`config.mk`:
```
export PLATFORM = sky130hd
export DESIGN_NAME = game_sequencer
export DESIGN_NICKNAME = d
export VERILOG_FILES = /design/src/rtl/game_sequencer.sv
export SDC_FILE = /design/constraint.sdc
export NUM_CORES = 1
export LEC_CHECK = 0
export CORE_MARGIN = 1.5
export CORE_UTILIZATION = 40
export DETAILED_ROUTE_END_ITERATION = 10
export PLACE_DENSITY = 0.6
export SETUP_SLACK_MARGIN = 0.3
export SLEW_MARGIN = 20
export SYNTH_ARGS = -nofsm -noshare
export SYNTH_HDL_FRONTEND = slang
export SYNTH_SLANG_ARGS = --single-unit
```
`constraint.sdc`:
```
create_clock -name clk -period 3 [get_ports clk]
set_input_delay 0.45 -clock clk [delete_from_list [all_inputs] [get_ports clk]]
set_output_delay 0.45 -clock clk [all_outputs]
set_load 0.01 [all_outputs]
```
`src/rtl/game_sequencer.sv`:
```
// Game-flow controller for the two-player flappy game: IDLE -> COUNTDOWN -> PLAY -> OVER,
// pipe/bird strobes, datapath clear and winner latch. Define SPEEDUP_EN for score-driven pipe speedup.
module game_sequencer #(
    parameter int PIPE_DIV   = 500000,
    parameter int BIRD_DIV   = 3000000,
    parameter int SEC_DIV    = 50000000,
    parameter int COUNT_SECS = 3,
    parameter int OVER_HOLD  = 2,
    parameter int PIPE_STEP  = 50000,
    parameter int PIPE_MIN   = 200000
) (
    input  logic       clk,
    input  logic       reset,
    input  logic       jump,
    input  logic       jump2,
    input  logic       hit,
    input  logic       hit2,
    input  logic [7:0] score1,
    input  logic [7:0] score2,
    output logic [1:0] state,
    output logic       run,
    output logic       pipe_tick,
    output logic       bird_tick,
    output logic       clear_game,
    output logic [3:0] countdown,
    output logic [1:0] winner
);

    typedef enum logic [1:0] {
        IDLE      = 2'd0,
        COUNTDOWN = 2'd1,
        PLAY      = 2'd2,
        OVER      = 2'd3
    } state_t;

`ifdef SPEEDUP_EN
    localparam bit SPEEDUP_ON = 1'b1;
`else
    localparam bit SPEEDUP_ON = 1'b0;
`endif

    localparam logic [25:0] BIRD_LAST = 26'(BIRD_DIV - 1);
    localparam logic [25:0] SEC_LAST  = 26'(SEC_DIV - 1);
    localparam logic [25:0] HOLD_LAST = 26'(OVER_HOLD - 1);

    state_t      cur, nxt;
    logic [1:0]  sync_a, sync_b, prev, press;
    logic        press_any;
    logic [25:0] sec_cnt, pipe_cnt, bird_cnt, hold_secs, pipe_div;
    logic        hold_done, rst_pend;
    logic        sec_term, pipe_term, bird_term;
    logic        stay_play, enter_play, leave_over, game_over;

    // Effective pipe period: shrinks by PIPE_STEP per 8 points of the leading score, floored at PIPE_MIN.
    function automatic logic [25:0] speed_div(input logic [7:0] a, input logic [7:0] b);
        logic [31:0] level, cut;
        level = {24'd0, ((a > b) ? a : b) >> 3};
        cut   = level * 32'(PIPE_STEP);
        if (cut + 32'(PIPE_MIN) >= 32'(PIPE_DIV))
            speed_div = 26'(PIPE_MIN);
        else
            speed_div = 26'(32'(PIPE_DIV) - cut);
    endfunction

    assign press_any  = |press;
    assign sec_term   = (sec_cnt == SEC_LAST);
    assign pipe_term  = (pipe_cnt == pipe_div - 26'd1);
    assign bird_term  = (bird_cnt == BIRD_LAST);
    assign game_over  = hit && hit2;
    assign stay_play  = (cur == PLAY) && (nxt == PLAY);
    assign enter_play = (cur == COUNTDOWN) && (nxt == PLAY);
    assign leave_over = (cur == OVER) && (nxt == IDLE);
    assign state      = cur;

    // Buttons are asynchronous and active-low: two sync flops, a history flop, then a registered falling edge.
    always_ff @(posedge clk) begin
        if (!reset) begin
            sync_a <= 2'b11;
            sync_b <= 2'b11;
            prev   <= 2'b11;
            press  <= 2'b00;
        end else begin
            // NOTE: non-blocking assignments let every flop sample the pre-edge value of its neighbour.
            sync_a <= {jump2, jump};
            sync_b <= sync_a;
            prev   <= sync_b;
            press  <= prev & ~sync_b;
        end
    end

    always_ff @(posedge clk) begin
        if (!reset) cur <= IDLE;
        else        cur <= nxt;
    end

    always_comb begin
        // NOTE: default first so every path assigns nxt and no latch is inferred.
        nxt = cur;
        case (cur)
            IDLE:      if (press_any) nxt = COUNTDOWN;
            COUNTDOWN: if (sec_term && countdown == 4'd1) nxt = PLAY;
            PLAY:      if (game_over) nxt = OVER;
            OVER:      if (hold_done && press_any) nxt = IDLE;
            default:   nxt = IDLE;
        endcase
    end

    always_ff @(posedge clk) begin
        if (!reset) begin
            rst_pend   <= 1'b1;
            clear_game <= 1'b0;
            run        <= 1'b0;
            pipe_tick  <= 1'b0;
            bird_tick  <= 1'b0;
            countdown  <= 4'd0;
            winner     <= 2'b00;
            sec_cnt    <= '0;
            pipe_cnt   <= '0;
            bird_cnt   <= '0;
            hold_secs  <= '0;
            hold_done  <= 1'b0;
        end else begin
            rst_pend   <= 1'b0;
            clear_game <= rst_pend || enter_play || leave_over;
            run        <= (nxt == PLAY);
            // Leaving PLAY clears stay_play, which suppresses a coinciding strobe.
            pipe_tick  <= stay_play && pipe_term;
            bird_tick  <= stay_play && bird_term;

            if (stay_play) begin
                pipe_cnt <= pipe_term ? '0 : pipe_cnt + 26'd1;
                bird_cnt <= bird_term ? '0 : bird_cnt + 26'd1;
            end else begin
                pipe_cnt <= '0;
                bird_cnt <= '0;
            end

            if (cur != nxt || cur == IDLE || cur == PLAY || hold_done)
                sec_cnt <= '0;
            else
                sec_cnt <= sec_term ? '0 : sec_cnt + 26'd1;

            if (cur == IDLE && nxt == COUNTDOWN)
                countdown <= 4'(COUNT_SECS);
            else if (cur == COUNTDOWN && sec_term)
                countdown <= countdown - 4'd1;

            if (cur != OVER) begin
                hold_secs <= '0;
                hold_done <= 1'b0;
            end else if (sec_term && !hold_done) begin
                if (hold_secs == HOLD_LAST) hold_done <= 1'b1;
                else                        hold_secs <= hold_secs + 26'd1;
            end

            if (cur == PLAY && nxt == OVER) begin
                if (score1 > score2)      winner <= 2'b01;
                else if (score2 > score1) winner <= 2'b10;
                else                      winner <= 2'b11;
            end else if (leave_over) begin
                winner <= 2'b00;
            end
        end
    end

    // The divider only changes where a new period starts, so a period in progress is never shortened.
    always_ff @(posedge clk) begin
        if (!reset)
            pipe_div <= 26'(PIPE_DIV);
        else if (SPEEDUP_ON && (enter_play || (stay_play && pipe_term)))
            pipe_div <= speed_div(score1, score2);
    end

endmodule

```
Yosys cells after proc, flatten, opt, wreduce, memory -nomap -nowiden
Cells that the tools add are included.

operators by class
  add/sub/neg operators = 5
  magnitude comparators = 2
  eq/ne operators = 13
  muxes and demuxes = 12
  bitwise logic cells = 5
  reduce and logical (&&, ||, !) cells = 30

operators by type and width
  cell                     count
  $add A26 B1 Y26 const B  4
  $eq A26 B1 Y1 const B    1
  $eq A26 B19 Y1 const B   1
  $eq A26 B22 Y1 const B   1
  $eq A26 B26 Y1 const B   1
  $mux W2                  9
  $gt A8 B8 Y1             2
  $logic_and A1 B1 Y1      12
  $reduce_or A3 Y1         3
  $eq A2 B2 Y1 const B     4
  $pmux W2 S4              1
  $reduce_or A2 Y1         3
  $logic_or A1 B1 Y1       5
  $eq A2 B1 Y1 const B     2
  $eq A4 B1 Y1 const B     1
  $logic_not A2 Y1         2
  $reduce_and A2 Y1        2
  $reduce_bool A2 Y1       2
  $sub A4 B1 Y4 const B    1
  $not A1 Y1               3
  $and A2 B2 Y2            1
  $mux W1                  2
  $ne A2 B2 Y1             1
  $ne A2 B2 Y1 const B     1
  other kinds (2)          2

word-level totals
  register bits after elaboration = 126
  bits of input ports = 22
  output and inout port bits = 12
  word-level logic and storage cells = 85

Depth between registers and ports, before layout
Gate-level depths: netlist of the first run.

  word-level depth = 9
  mapped depth = 10
  gate-level depth less buffers = 7

Worst setup path before layout of the first run
No wires, ideal clock.

  path type = reg-to-reg
  from = register sec_cnt[16]
  to = register cur[0], in the netlist state[0]
  library setup time = 0.116 ns
  arrival = 2.525 ns
  data required time = 2.884 ns
  path slack = 0.359 ns
  stages on the path, launching flop included = 6
  path buffers = 0
  period minus slack after synthesis = 2.641 ns
  path through = dfxtp_1 -> or4_4 -> or3_1 -> or4b_4 -> or4b_4 -> and4_1

between the ends
  longest elaborated chain between the ends = 4

RTL lines
  what                      line  RTL
  start: declaration        49    logic [25:0] sec_cnt, pipe_cnt, bird_cnt, hold_secs, pipe_div;
  start signal: assignment  141   sec_cnt <= sec_term ? '0 : sec_cnt + 26'd1;
  $eq A26 B26 Y1            66    assign sec_term = (sec_cnt == SEC_LAST);
  $logic_and A1 B1 Y1       101   COUNTDOWN: if (sec_term && countdown == 4'd1) nxt = PLAY;
  $mux W2                   101
  $pmux W2 S4               99    case (cur)
  end signal: assignment    93    else cur <= nxt;
  end: declaration          46    state_t cur, nxt;

No other way between the ends.
A chain may end at the register's enable or synchronous reset.

Worst setup path after layout of the first run
Ends and elaborated chain as after synthesis.

==> run_results.csv, run 1 <==
group,metric,value,unit
outcome,status,"completed",
timing,tns,0,ns
clock_tree,cts_root_buf,"clkbuf_16",
power_and_ir_drop,peakVddDrop,370.0,uV
yosys,yosys-top-cells-count,"dfxtp_1, nor2_1, nand3_1",
timing,layout_setup_ws,0.3558,ns
finish,syn2layout_area_growth,20.66,%
placed_design,place_area,6372,um^2
setup_path,critPathTopFamily,"simple AND/OR/NAND/NOR gates",
timing,hold_viol,0,
floorplanning,pin_count,34,
clock_tree,ctsHoldBuffers,0,
power_and_ir_drop,p_per_area,564.8,nW/um^2
yosys,yosysUniqueCellTypes,40,
clock_tree,cts.sinks,126,
placed_design,dp_hpwl,8655,um
setup_path,critPathSlowestCell,"or4_4",
finish,final_cell_area,7023,um^2
placed_design,dp_slack,0.2573,ns
setup_path,critical_path_arrival,2.96,ns
routing,num_vias,4935,
setup_path,max_stage_delay,0.56,ns
timing,clock_skew,0.008626,ns
global_routing,track_usage,18.00,%
routing,first_iter_violations,251,
floorplanning,num_rows,43,
yosys,synthFlopType,"dfxtp_1",
timing,final_max_slew_viol_count,0,
routing,drt-total-wl,12720,um
hold_path,hold_path_class,"flip-flop to flip-flop",
yosys,seq_area_frac_synth,43.34,%
finish,layout-drive-gt1-share,7.211,%
finish,n_antenna_cell,0,
routing,postRouteAntennaNets,0,
global_routing,antenna_found_initial,0,
yosys,synthArstFlopShare,0,%
yosys,synth_area,5821,um^2
floorplanning,start_util,41.45,%
clock_tree,ctsHtreeMaxLevel,4,
routing,remaining_drc_errors,0,
run,cap_viol_max_count,0,
yosys,synth_enable_flop_cells,0,
setup_path,crit_fanout,5,
power_and_ir_drop,finalPower,3.967,mW
placed_design,port_buffers,33,
floorplanning,die-area,15280,um^2
yosys,synth_most_common_cell,"dfxtp_1",
finish,multi_input_area,3108,um^2
yosys,yosysWarnings,0,
routing,vias_per_cell,5.393,
yosys,synth_cells,684,
finish,seqCellArea,2525,um^2
yosys,synth-seq-cells,126,
yosys,synth.largest_area_cell,"dfxtp_1",
yosys,synth_top_area_share,43.34,%
global_routing,grt_pass1_vias,4673,
setup_path,crit_chain,"or4_4 -> or3_4 -> or4b_4 -> or4b_4 -> and4_1",
setup_path,path_buf_inv,0,
finish,fin_nets,760,
timing,worstMarginPinSlew,0.6234,ns
clock_tree,clk_pin_slew,0.06,ns
timing,fin_crit_sh,88.14,%
setup_path,critPathKind,"flip-flop to flip-flop",
clock_tree,cts_tree,"built",
floorplanning,core-area,14040,um^2
global_routing,grt-ovfl-total,0,
timing,relSlewSlack,58.34,%
floorplanning,die-height,123.6,um
placed_design,gp_congestion,0.7685,
timing,layout_min_cycle_time,2.644,ns
timing,rsz0062_at_grt,"yes",
routing,post_drt_wl_per_cell,13.90,um
yosys,syn-num-nets,721,
finish,fillers,1320,
clock_tree,cts_buffer_depth,2,
yosys,syn_area_per_cell,8.510,um^2
power_and_ir_drop,p_leak,2.323,nW
setup_path,worst_path_most_repeated_cell,"or4b_4",
setup_path,cp-end-kind,"flip-flop",
global_routing,grt_max_degree,48,
timing,fmax,0.3782,GHz
clock_tree,insertion_delay,0.42,ns
yosys,yosys-top-cells-area,"dfxtp_1, nor2_1, xor2_1, xnor2_1, nand4_1",
global_routing,grt_pass1_wl,21530,um
setup_path,startpoint_type,"flip-flop",
routing,dr.pass1.iters,4,
setup_path,worstPathRequired,3.31,ns
timing,setup_violations,0,
floorplanning,die_x,123.6,um
clock_tree,numCtsBuffers,17,
-- layout make-up --
class	count	area share, %
inverters	26	1.390
well taps	180	3.207
repair buffers	47	6.200
clock inverters	9	2.245
multi-input cells	505	44.25
flip-flops and latches	126	35.95
clock buffers	22	6.752
-- state kept, by name, summed over array words and instances, names as in the netlist, 4 cells and up --
| register | cells |
|---|---|
| pipe_cnt | 26 |
| bird_cnt | 26 |
| hold_secs | 26 |
| sec_cnt | 26 |
| countdown | 4 |
-- stage by stage --
step | util (%) | hold slack (ns) | instances
2_1_floorplan | - | 0.3863 | 684
3_3_place_gp | 45.38 | 0.3894 | 883
3_5_place_dp | 45.38 | 0.3966 | 883
4_1_cts | 49.97 | 0.4097 | 915
5_1_grt | 50.01 | 0.4379 | 915
6_report | 50.01 | 0.4090 | 915
-- layout by cell type, fill, tap and decap left out, types with 5 or more instances in the layout --
cell,instances
o31ai_1,14
xnor2_1,33
and4_1,8
nand4_1,39
ha_1,15
clkbuf_16,17
a21oi_1,29
or3_1,7
inv_1,26
nor3_1,11
and3_1,17
nor4_1,24
o211ai_1,5
buf_4,14
o21ai_0,9
clkdlybuf4s50_1,33
dfxtp_1,124
xor2_1,43
nand3_1,46
nor2_1,103
or4_1,19
nand2_1,42
nand2b_1,10
-- report_power, final --
group          switching (mW)  internal [mW]  leakage, nW  total (mW)
logic                  0.0365         0.0502         1.00      0.0867
clock network           0.738           1.45        0.303        2.19
registers             0.00669           1.68         1.02        1.69
-- cells by family (layout without fill, tap and decap cells) --
family	after synthesis	after routing	share of synthesized area, %
AOI/OAI and AO/OA	66	66	7.051
adders and majority gates	15	15	3.224
buffers and inverters	53	104	3.418
DFF	126	126	43.34
and+or+nand+nor	347	347	31.34
muxes	1	1	0.1935
xor gates and xnor gates	76	76	11.44
-- layer usage --
layer | track usage (%) | vias to the layer above | part of all wire (%)
met5 | 0 | - | 0
met3 | 4.396 | 21 | 2.8
met4 | 7.112 | 0 | 1.7
li1 | - | 2512 | -
met1 | 23.07 | 2337 | 48
met2 | 29.18 | 65 | 47
-- what timing repair did --
| item | CTS | global route |
|---|---|---|
| endpoints found under the setup margin | 1 | 1 |
| gates resized for setup | 2 | 2 |
| buffers inserted | 1 | 0 |
| pin swaps | 1 | 1 |
| gates cloned | 0 | 0 |
-- path summary, 6_finish.rpt --
path / from / endpoint / slack, ns / depth (start not counted)
setup / recovery: sec_cnt[16]$_SDFF_PP0_ / state[0]$_SDFF_PN0_ / 0.36 / 5
hold / removal: sync_a[0]$_SDFF_PN1_ / sync_b[0]$_SDFF_PN1_ / 0.41 / 1
setup reg to reg: sec_cnt[16]$_SDFF_PP0_ / state[0]$_SDFF_PN0_ / 0.36 / 5
hold reg to reg: sync_a[0]$_SDFF_PN1_ / sync_b[0]$_SDFF_PN1_ / 0.41 / 1
(Power assumes the default switching activity.)
==> run 2: changes to the inputs <==
==> constraint.sdc (replaced) <==
create_clock -name clk -period 3 [get_ports clk]
set_input_delay 0.9 -clock clk [delete_from_list [all_inputs] [get_ports clk]]
set_output_delay 0.9 -clock clk [all_outputs]
set_load 0.01 [all_outputs]
==> run 2 against run 1 <==
Effect of this change: utilization about the same; clock power is essentially flat; global-route usage shrank 0.34 points; setup slack got worse by 0.029 ns; cell area hardly changed; fmax shrank 1.1%; critical path depth unchanged; worst hold slack worse by 0.0050 ns; register-to-register slack got worse by 0.03 ns; clock skew is 0.00083 ns higher; count of clock-buffer cells in the layout decreased by 4; combinational power hardly changed.
==> run_results.csv, run 2 (synthesis gave the netlist of run 1 again) <==
group,metric,value,unit
hold_path,hold_path.startpoint,"sync_a[0]$_SDFF_PN1_",
global_routing,grt_pass1_vias,4696,
power_and_ir_drop,p_leak,2.314,nW
finish,fillers,1288,
clock_tree,ctsHtreeMaxLevel,4,
power_and_ir_drop,pwr-share-comb,2.2,%
routing,dr.pass1.iters,5,
power_and_ir_drop,p_sw,805.9,uW
hold_path,whs_path_depth,1,
global_routing,grt_pass1_wl,21500,um
run,cap_viol_max_count,0,
routing,drt-total-wl,12420,um
setup_path,critical_path_arrival,2.98,ns
clock_tree,cts_root_buf,"clkbuf_16",
timing,tns,0,ns
floorplanning,start_util,41.45,%
timing,fin_crit_sh,89.11,%
timing,final_max_slew_viol_count,0,
clock_tree,insertion_delay,0.42,ns
timing,layout_min_cycle_time,2.673,ns
finish,fin_nets,760,
finish,most-common-layout-cells,"dfxtp_1, nor2_1, nand3_1, xor2_1, nand2_1",
placed_design,dp_hpwl,8533,um
floorplanning,num_rows,43,
timing,fmax,0.3741,GHz
floorplanning,die-area,15280,um^2
routing,post_drt_wl_per_cell,13.57,um
finish,fin_util,49.99,%
finish,layout-drive-gt1-share,7.619,%
routing,num_vias,4866,
timing,setup_violations,0,
finish,instances_no_fill,915,
timing,clock_skew,0.009452,ns
timing,rsz0062_at_grt,"yes",
global_routing,track_usage,17.67,%
routing,vias_per_cell,5.318,
setup_path,rrSetupSlack,0.33,ns
clock_tree,numCtsBuffers,17,
floorplanning,core-area,14040,um^2
power_and_ir_drop,p_per_area,562.6,nW/um^2
clock_tree,cts_tree,"built",
hold_path,hold_path_class,"flip-flop to flip-flop",
global_routing,grt_max_degree,48,
power_and_ir_drop,finalPower,3.949,mW
clock_tree,clk_pin_slew,0.06,ns
timing,relSlewSlack,61.92,%
timing,hold_viol,0,
placed_design,port_buffers,33,
power_and_ir_drop,clkPwrFrac,55.1,%
routing,postRouteAntennaNets,0,
finish,final_common_cell,"dfxtp_1",
setup_path,r2r_end,"state[0]$_SDFF_PN0_",
outcome,status,"completed",
setup_path,cp-end-kind,"flip-flop",
power_and_ir_drop,internal_power,3.143,mW
power_and_ir_drop,peakVddDrop,414.6,uV
floorplanning,die_x,123.6,um
timing,worstMarginPinSlew,0.5669,ns
clock_tree,cts_buffer_depth,2,
clock_tree,ctsHoldBuffers,0,
routing,remaining_drc_errors,0,
timing,holdWs,0.4040,ns
finish,n_antenna_cell,0,
setup_path,r2r_cells,5,
hold_path,worstHoldEndpoint,"sync_b[0]$_SDFF_PN1_",
setup_path,startpoint_type,"flip-flop",
placed_design,place_inst,883,
setup_path,crit_fanout,5,
power_and_ir_drop,p_sw_share,20.41,%
global_routing,grt-ovfl-total,0,
routing,first_iter_violations,220,
clock_tree,cts.sinks,126,
finish,syn2layout_area_growth,20.59,%
setup_path,worstPathRequired,3.31,ns
power_and_ir_drop,seqPwrFrac,42.8,%
floorplanning,die-height,123.6,um
placed_design,gp_congestion,0.7793,
setup_path,worst_r2r_startpoint,"sec_cnt[16]$_SDFF_PP0_",
global_routing,antenna_found_initial,0,
floorplanning,pin_count,34,
setup_path,critPathKind,"flip-flop to flip-flop",
==> run 2: worst max path at each step <==
stage | start | to | slack (ns) | cells past startpoint
finish | sec_cnt[16]$_SDFF_PP0_ | state[0]$_SDFF_PN0_ | 0.33 | 5
global route | sec_cnt[16]$_SDFF_PP0_ | state[0]$_SDFF_PN0_ | 0.29 | 5
CTS | sec_cnt[16]$_SDFF_PP0_ | state[0]$_SDFF_PN0_ | 0.31 | 5
detailed placement | sec_cnt[18]$_SDFF_PP0_ | state[0]$_SDFF_PN0_ | 0.27 | 5
global placement | sec_cnt[16]$_SDFF_PP0_ | state[0]$_SDFF_PN0_ | 0.30 | 5
floorplan | sec_cnt[16]$_SDFF_PP0_ | state[0]$_SDFF_PN0_ | 0.36 | 5
==> run 2: what timing repair did <==
item / in CTS / in global routing
pin swaps: 1 / 3
setup endpoints to repair: 1 / 4
setup buffers: 0 / 1
gates resized for setup: 2 / 3
gates cloned: 0 / 0
==> run 2: final cells by class <==
class                           instances  area [um^2]  share of cell area, %
Sequential cell                       126         2526                  35.99
Tap cell                              180        225.2                  3.209
Inverter                               26        97.59                  1.390
Clock inverter                         13        186.4                  2.656
Multi-Input combinational cell        505         3109                  44.30
Clock buffer                           18        439.2                  6.257
Timing Repair Buffer                   47        435.4                  6.203
==> run 2: power by group through the flow <==
| stage | clock (mW) | combinational, mW | sequential [mW] |
|---|---|---|---|
| finish | 2.17 | 0.0866 | 1.69 |
| global route | 2.30 | 0.0979 | 1.69 |
| CTS | 2.22 | 0.0881 | 1.69 |
| detailed placement | 0 | 0.0874 | 1.72 |
| global placement | 0 | 0.0849 | 1.72 |
| floorplan | 0 | 0.0381 | 1.72 |
==> run 2: critical path, stage by stage (launching register included) <==
cell and delay (ns):
dfxtp_2 0.34, or4_4 0.56, or3_1 0.40, or4b_4 0.52, or4b_4 0.58, and4_1 0.16
==> run 2: routing by layer <==
metal | global-route usage [%] | vias up | part of all wire (%)
li1 | - | 2502 | -
met1 | 23.09 | 2283 | 50
met2 | 28.11 | 62 | 46
met3 | 4.441 | 19 | 3.2
met4 | 6.753 | 0 | 1.6
met5 | 0 | - | 0
==> run 2: stage by stage <==
stage                     setup slack (ns)  instance area (um^2)
after global placement              0.3048                  6372
after floorplan                     0.3587                  5821
after detailed placement            0.2709                  6372
after CTS                           0.3148                  7003
after global routing                0.2892                  7019
final                               0.3268                  7019
==> run 3: changes to the inputs <==
CORE_MARGIN = 8   (was 1.5)
CTS_CLUSTER_SIZE = 10   (was default)
==> run 3 against run 2 <==
Effect of this change: setup slack gained 0.012 ns; via count grew 1.3%; cell area grew 0.32%; worst hold slack gained 0.0063 ns; die area grew 22%; final cell count grew 0.98%; register-to-register slack is essentially flat; critical path type unchanged; critical path depth is the same.
==> run_results.csv, run 3 (synthesis gave the netlist of run 1 again) <==
group,metric,value,unit
routing,dr.pass1.iters,5,
floorplanning,start_util,40.51,%
setup_path,rrSetupSlack,0.34,ns
setup_path,worst_r2r_startpoint,"sec_cnt[8]$_SDFF_PP0_",
routing,first_iter_violations,294,
power_and_ir_drop,p_per_area,548.4,nW/um^2
clock_tree,cts_buffer_depth,2,
timing,tns,0,ns
timing,fmax,0.3757,GHz
global_routing,grt-ovfl-total,0,
setup_path,worstPathRequired,3.32,ns
power_and_ir_drop,p_leak,2.326,nW
setup_path,critical_path_arrival,2.98,ns
finish,fin_util,49.01,%
routing,drt-total-wl,12920,um
finish,final_common_cell,"dfxtp_1",
clock_tree,numCtsBuffers,17,
hold_path,hold_path.startpoint,"sync_a[1]$_SDFF_PN1_",
timing,rsz0062_at_grt,"no",
timing,layout_min_cycle_time,2.661,ns
setup_path,worst_path_most_repeated_cell,"or4b_4",
power_and_ir_drop,peakVddDrop,465.3,uV
clock_tree,cts_tree,"built",
finish,most-common-layout-cells,"dfxtp_1, nor2_1, nand3_1, xor2_1, nand2_1",
outcome,status,"completed",
global_routing,grt_pass1_wl,21940,um
placed_design,dp_hpwl,9082,um
timing,setup_violations,0,
global_routing,antenna_found_initial,0,
floorplanning,die-area,18670,um^2
clock_tree,insertion_delay,0.42,ns
setup_path,critPathSlowestCell,"or4b_4",
floorplanning,pin_count,34,
clock_tree,clk_pin_slew,0.06,ns
timing,worstMarginPinSlew,0.5881,ns
setup_path,critPathTopFamily,"simple AND/OR/NAND/NOR gates",
setup_path,crit_fanout,4,
routing,remaining_drc_errors,0,
timing,final_max_slew_viol_count,0,
floorplanning,die_x,136.6,um
finish,fin_nets,764,
setup_path,crit_chain,"or4b_4 -> or3_4 -> or4b_4 -> or4b_4 -> and4_1",
placed_design,gp_congestion,0.8082,
clock_tree,cts.sinks,126,
placed_design,port_buffers,33,
finish,syn2layout_area_growth,20.98,%
setup_path,path_buf_inv,0,
clock_tree,ctsHoldBuffers,0,
timing,fin_crit_sh,88.72,%
clock_tree,ctsHtreeMaxLevel,4,
setup_path,critPathKind,"flip-flop to flip-flop",
hold_path,hold_path_class,"flip-flop to flip-flop",
setup_path,startpoint,"sec_cnt[8]$_SDFF_PP0_",
timing,clock_skew,0.01069,ns
setup_path,max_stage_delay,0.56,ns
routing,post_drt_wl_per_cell,13.99,um
global_routing,grt_pass1_vias,4643,
finish,n_antenna_cell,0,
finish,layout-drive-gt1-share,8.784,%
floorplanning,num_rows,44,
clock_tree,cts_root_buf,"clkbuf_16",
power_and_ir_drop,finalPower,3.862,mW
floorplanning,die-height,136.6,um
global_routing,track_usage,14.61,%
routing,num_vias,4931,
run,cap_viol_max_count,0,
setup_path,startpoint_type,"flip-flop",
setup_path,cp-end-kind,"flip-flop",
timing,relSlewSlack,60.49,%
routing,vias_per_cell,5.337,
floorplanning,core-area,14370,um^2
global_routing,grt_max_degree,48,
routing,postRouteAntennaNets,0,
timing,hold_viol,0,
run 3: final timing paths:
check                              end  depth (start not counted)
setup / recovery   state[0]$_SDFF_PN0_                          5
hold / removal    sync_b[1]$_SDFF_PN1_                          1
setup reg to reg   state[0]$_SDFF_PN0_                          5
hold reg to reg   sync_b[1]$_SDFF_PN1_                          1
run 3: layout make-up:
type | instances | area (um^2)
fillers | 1375 | 7327
multi-input cells | 505 | 3114
flip-flops and latches | 126 | 2530
repair buffers | 51 | 465.4
clock buffers | 18 | 439.2
well taps | 184 | 230.2
clock inverters | 14 | 165.2
inverters | 26 | 97.59
run 3: stage by stage:
| stage | cells | instance area, um^2 | hold slack [ns] | worst slack [ns] |
|---|---|---|---|---|
| floorplan | 684 | 5821 | 0.3863 | 0.3587 |
| global placement | 888 | 6385 | 0.3950 | 0.2985 |
| finish | 924 | 7042 | 0.4103 | 0.3385 |
| CTS | 922 | 7018 | 0.4147 | 0.3381 |
| detailed placement | 888 | 6385 | 0.3988 | 0.2469 |
| global route | 924 | 7042 | 0.4429 | 0.2828 |
run 3: where the power goes:
part | internal [mW] | switching, mW | leakage (nW)
combinational | 0.0502 | 0.0361 | 1.02
clock | 1.32 | 0.763 | 0.285
sequential | 1.68 | 0.00708 | 1.02
total | 3.06 | 0.806 | 2.33
run 3: worst register-to-register path, cell delays in order, from the launching register on:
cell and delay [ns]:
dfxtp_2 0.33, or4b_4 0.56, or3_4 0.41, or4b_4 0.53, or4b_4 0.56, and4_1 0.16
run 3: routing by layer:
metal	GRT usage (%)	vias up	share of wire, %
met5	0	-	0
met4	5.552	0	1.4
met3	5.029	19	4.7
met2	22.58	71	46
met1	18.37	2321	48
li1	-	2520	-
run 3: repair_timing:
action	CTS	global route
endpoints found under the hold margin	0	0
cloned	0	0
resized for setup	6	3
setup buffers	2	2
endpoints found under the setup margin	1	15
pin swaps	4	4
==> patch: new RTL, flow settings as in run 1 <==
Build with the macro `SPEEDUP_EN` defined.
--- a/src/rtl/game_sequencer.sv
+++ b/src/rtl/game_sequencer.sv
@@ -2,2 +2,4 @@
 // pipe/bird strobes, datapath clear and winner latch. Define SPEEDUP_EN for score-driven pipe speedup.
+`define SPEEDUP_EN
+
 module game_sequencer #(
Function: no difference found for any inputs over 10 cycles, from zero or initial values and one cycle with reset low; that may be too few to reach the edited logic, so the function may still have changed.
==> patch against run 1 <==
  * The run now ends with negative setup slack left
  * Clock skew decreased by 0.0026 ns
  * Total power increased by 71%
  * Sequential power increased by 14%
  * Largest cell class unchanged
  * Wire length increased by 72%
  * First-iteration DRC count increased by 45%
  * Worst hold slack got worse by 0.0025 ns
  * Area after synthesis increased by 42%
  * Non-clock buffer count increased by 167
  * Sequential cell count increased by 18
  * Largest power group is now combinational cells
  * Design area increased by 67%
  * Setup slack got worse by 2.0 ns
==> patch: results (changes against run 1) <==
- The met3 routing resource usage after global routing is 0.03509 (-0.008863).
- The flow ran to the end, but the final reports show violations.
- The global-route track usage on met1 is 0.2610 (+0.03021).
- The setup slack of the critical path after layout was -1.691 ns (-2.047 ns).
- The fraction of layout instances using a drive strength above 1 was 0.2869 (+0.2148).
- The largest power group is combinational cells.
- The origin of the worst min-delay path is sync_a[1].
- The number of instances resized during post-cts repair was 151 (+149).
- The number of setup violations in the final report came to 17 (+17).
- The number of non-filler instances in the completed layout was 1,483 (+62%).
- The number of setup buffers added after CTS was 43 (+42).
- The routed length on met1 is 10,330 um (+68%).
- The share of synthesized cell area in full adder, half adder and majority cells is 0.07342 (+0.04118).
- The post-route clock skew was 0.006026 ns (-0.002600 ns).
- The number of nets produced by synthesis is 1,068 (+48%).
- The largest net degree at the start of global routing is 28 (-42%).
- After synthesis, the most frequently instantiated cells are dfxtp_1, nor2_1, xnor2_1, nand3_1, xor2_1.
- The power per cell area was 579.5 nW/um2 (+2.6%).
- The setup TNS after final layout is -26.40 ns (-26.40 ns).
- The worst path arrival time is 4.97 ns (+2.01 ns).
- The path with the worst hold slack has its endpoint at sync_b[1].
- The final reports fail on negative setup slack.
- The routability-driven placement congestion ratio is 0.8735 (+14%).
- The mux contribution to synthesized area is 0.009971 (+0.008037).
- The number of global-route vias before repair is 7,410 (+59%).
- The number of cells on the worst reg-to-reg path is 13 (+8).
- The count of placed standard cells including taps is 1,400 (+59%).
- The terminus of the critical flop-to-flop path is pipe_div[8].
- The DRC violation total after the first TritonRoute iteration is 363 (+45%).
- In the post-synthesis netlist, the biggest area contributors are dfxtp_1, xnor2_1, ha_1.
==> patch: critical path, stage by stage <==
cell,delay [ns]
buf_2,0.10
inv_2,0.04
ha_4,0.27
nand4_1,0.21
o21ai_2,0.25
and2_4,0.18
buf_12,0.12
mux2i_4,0.22
inv_2,0.09
ha_4,0.19
xnor2_4,0.13
ha_4,0.16
a21o_1,0.17
ha_4,0.25
ha_4,0.30
o21ai_2,0.07
a221oi_2,0.33
o21a_1,0.26
o21ai_2,0.08
xor2_1,0.15
buf_4,0.16
buf_4,0.12
a2bb2oi_4,0.23
nand4b_4,0.21
a2bb2oi_2,0.21
==> patch: cell type report <==
cell class              instances  area share
multi-input cells             774      0.4934
inverters                      49     0.01761
clock buffers                  18     0.03746
repair buffers                214      0.1570
well taps                     270     0.02882
clock inverters                14     0.01932
flip-flops and latches        144      0.2463
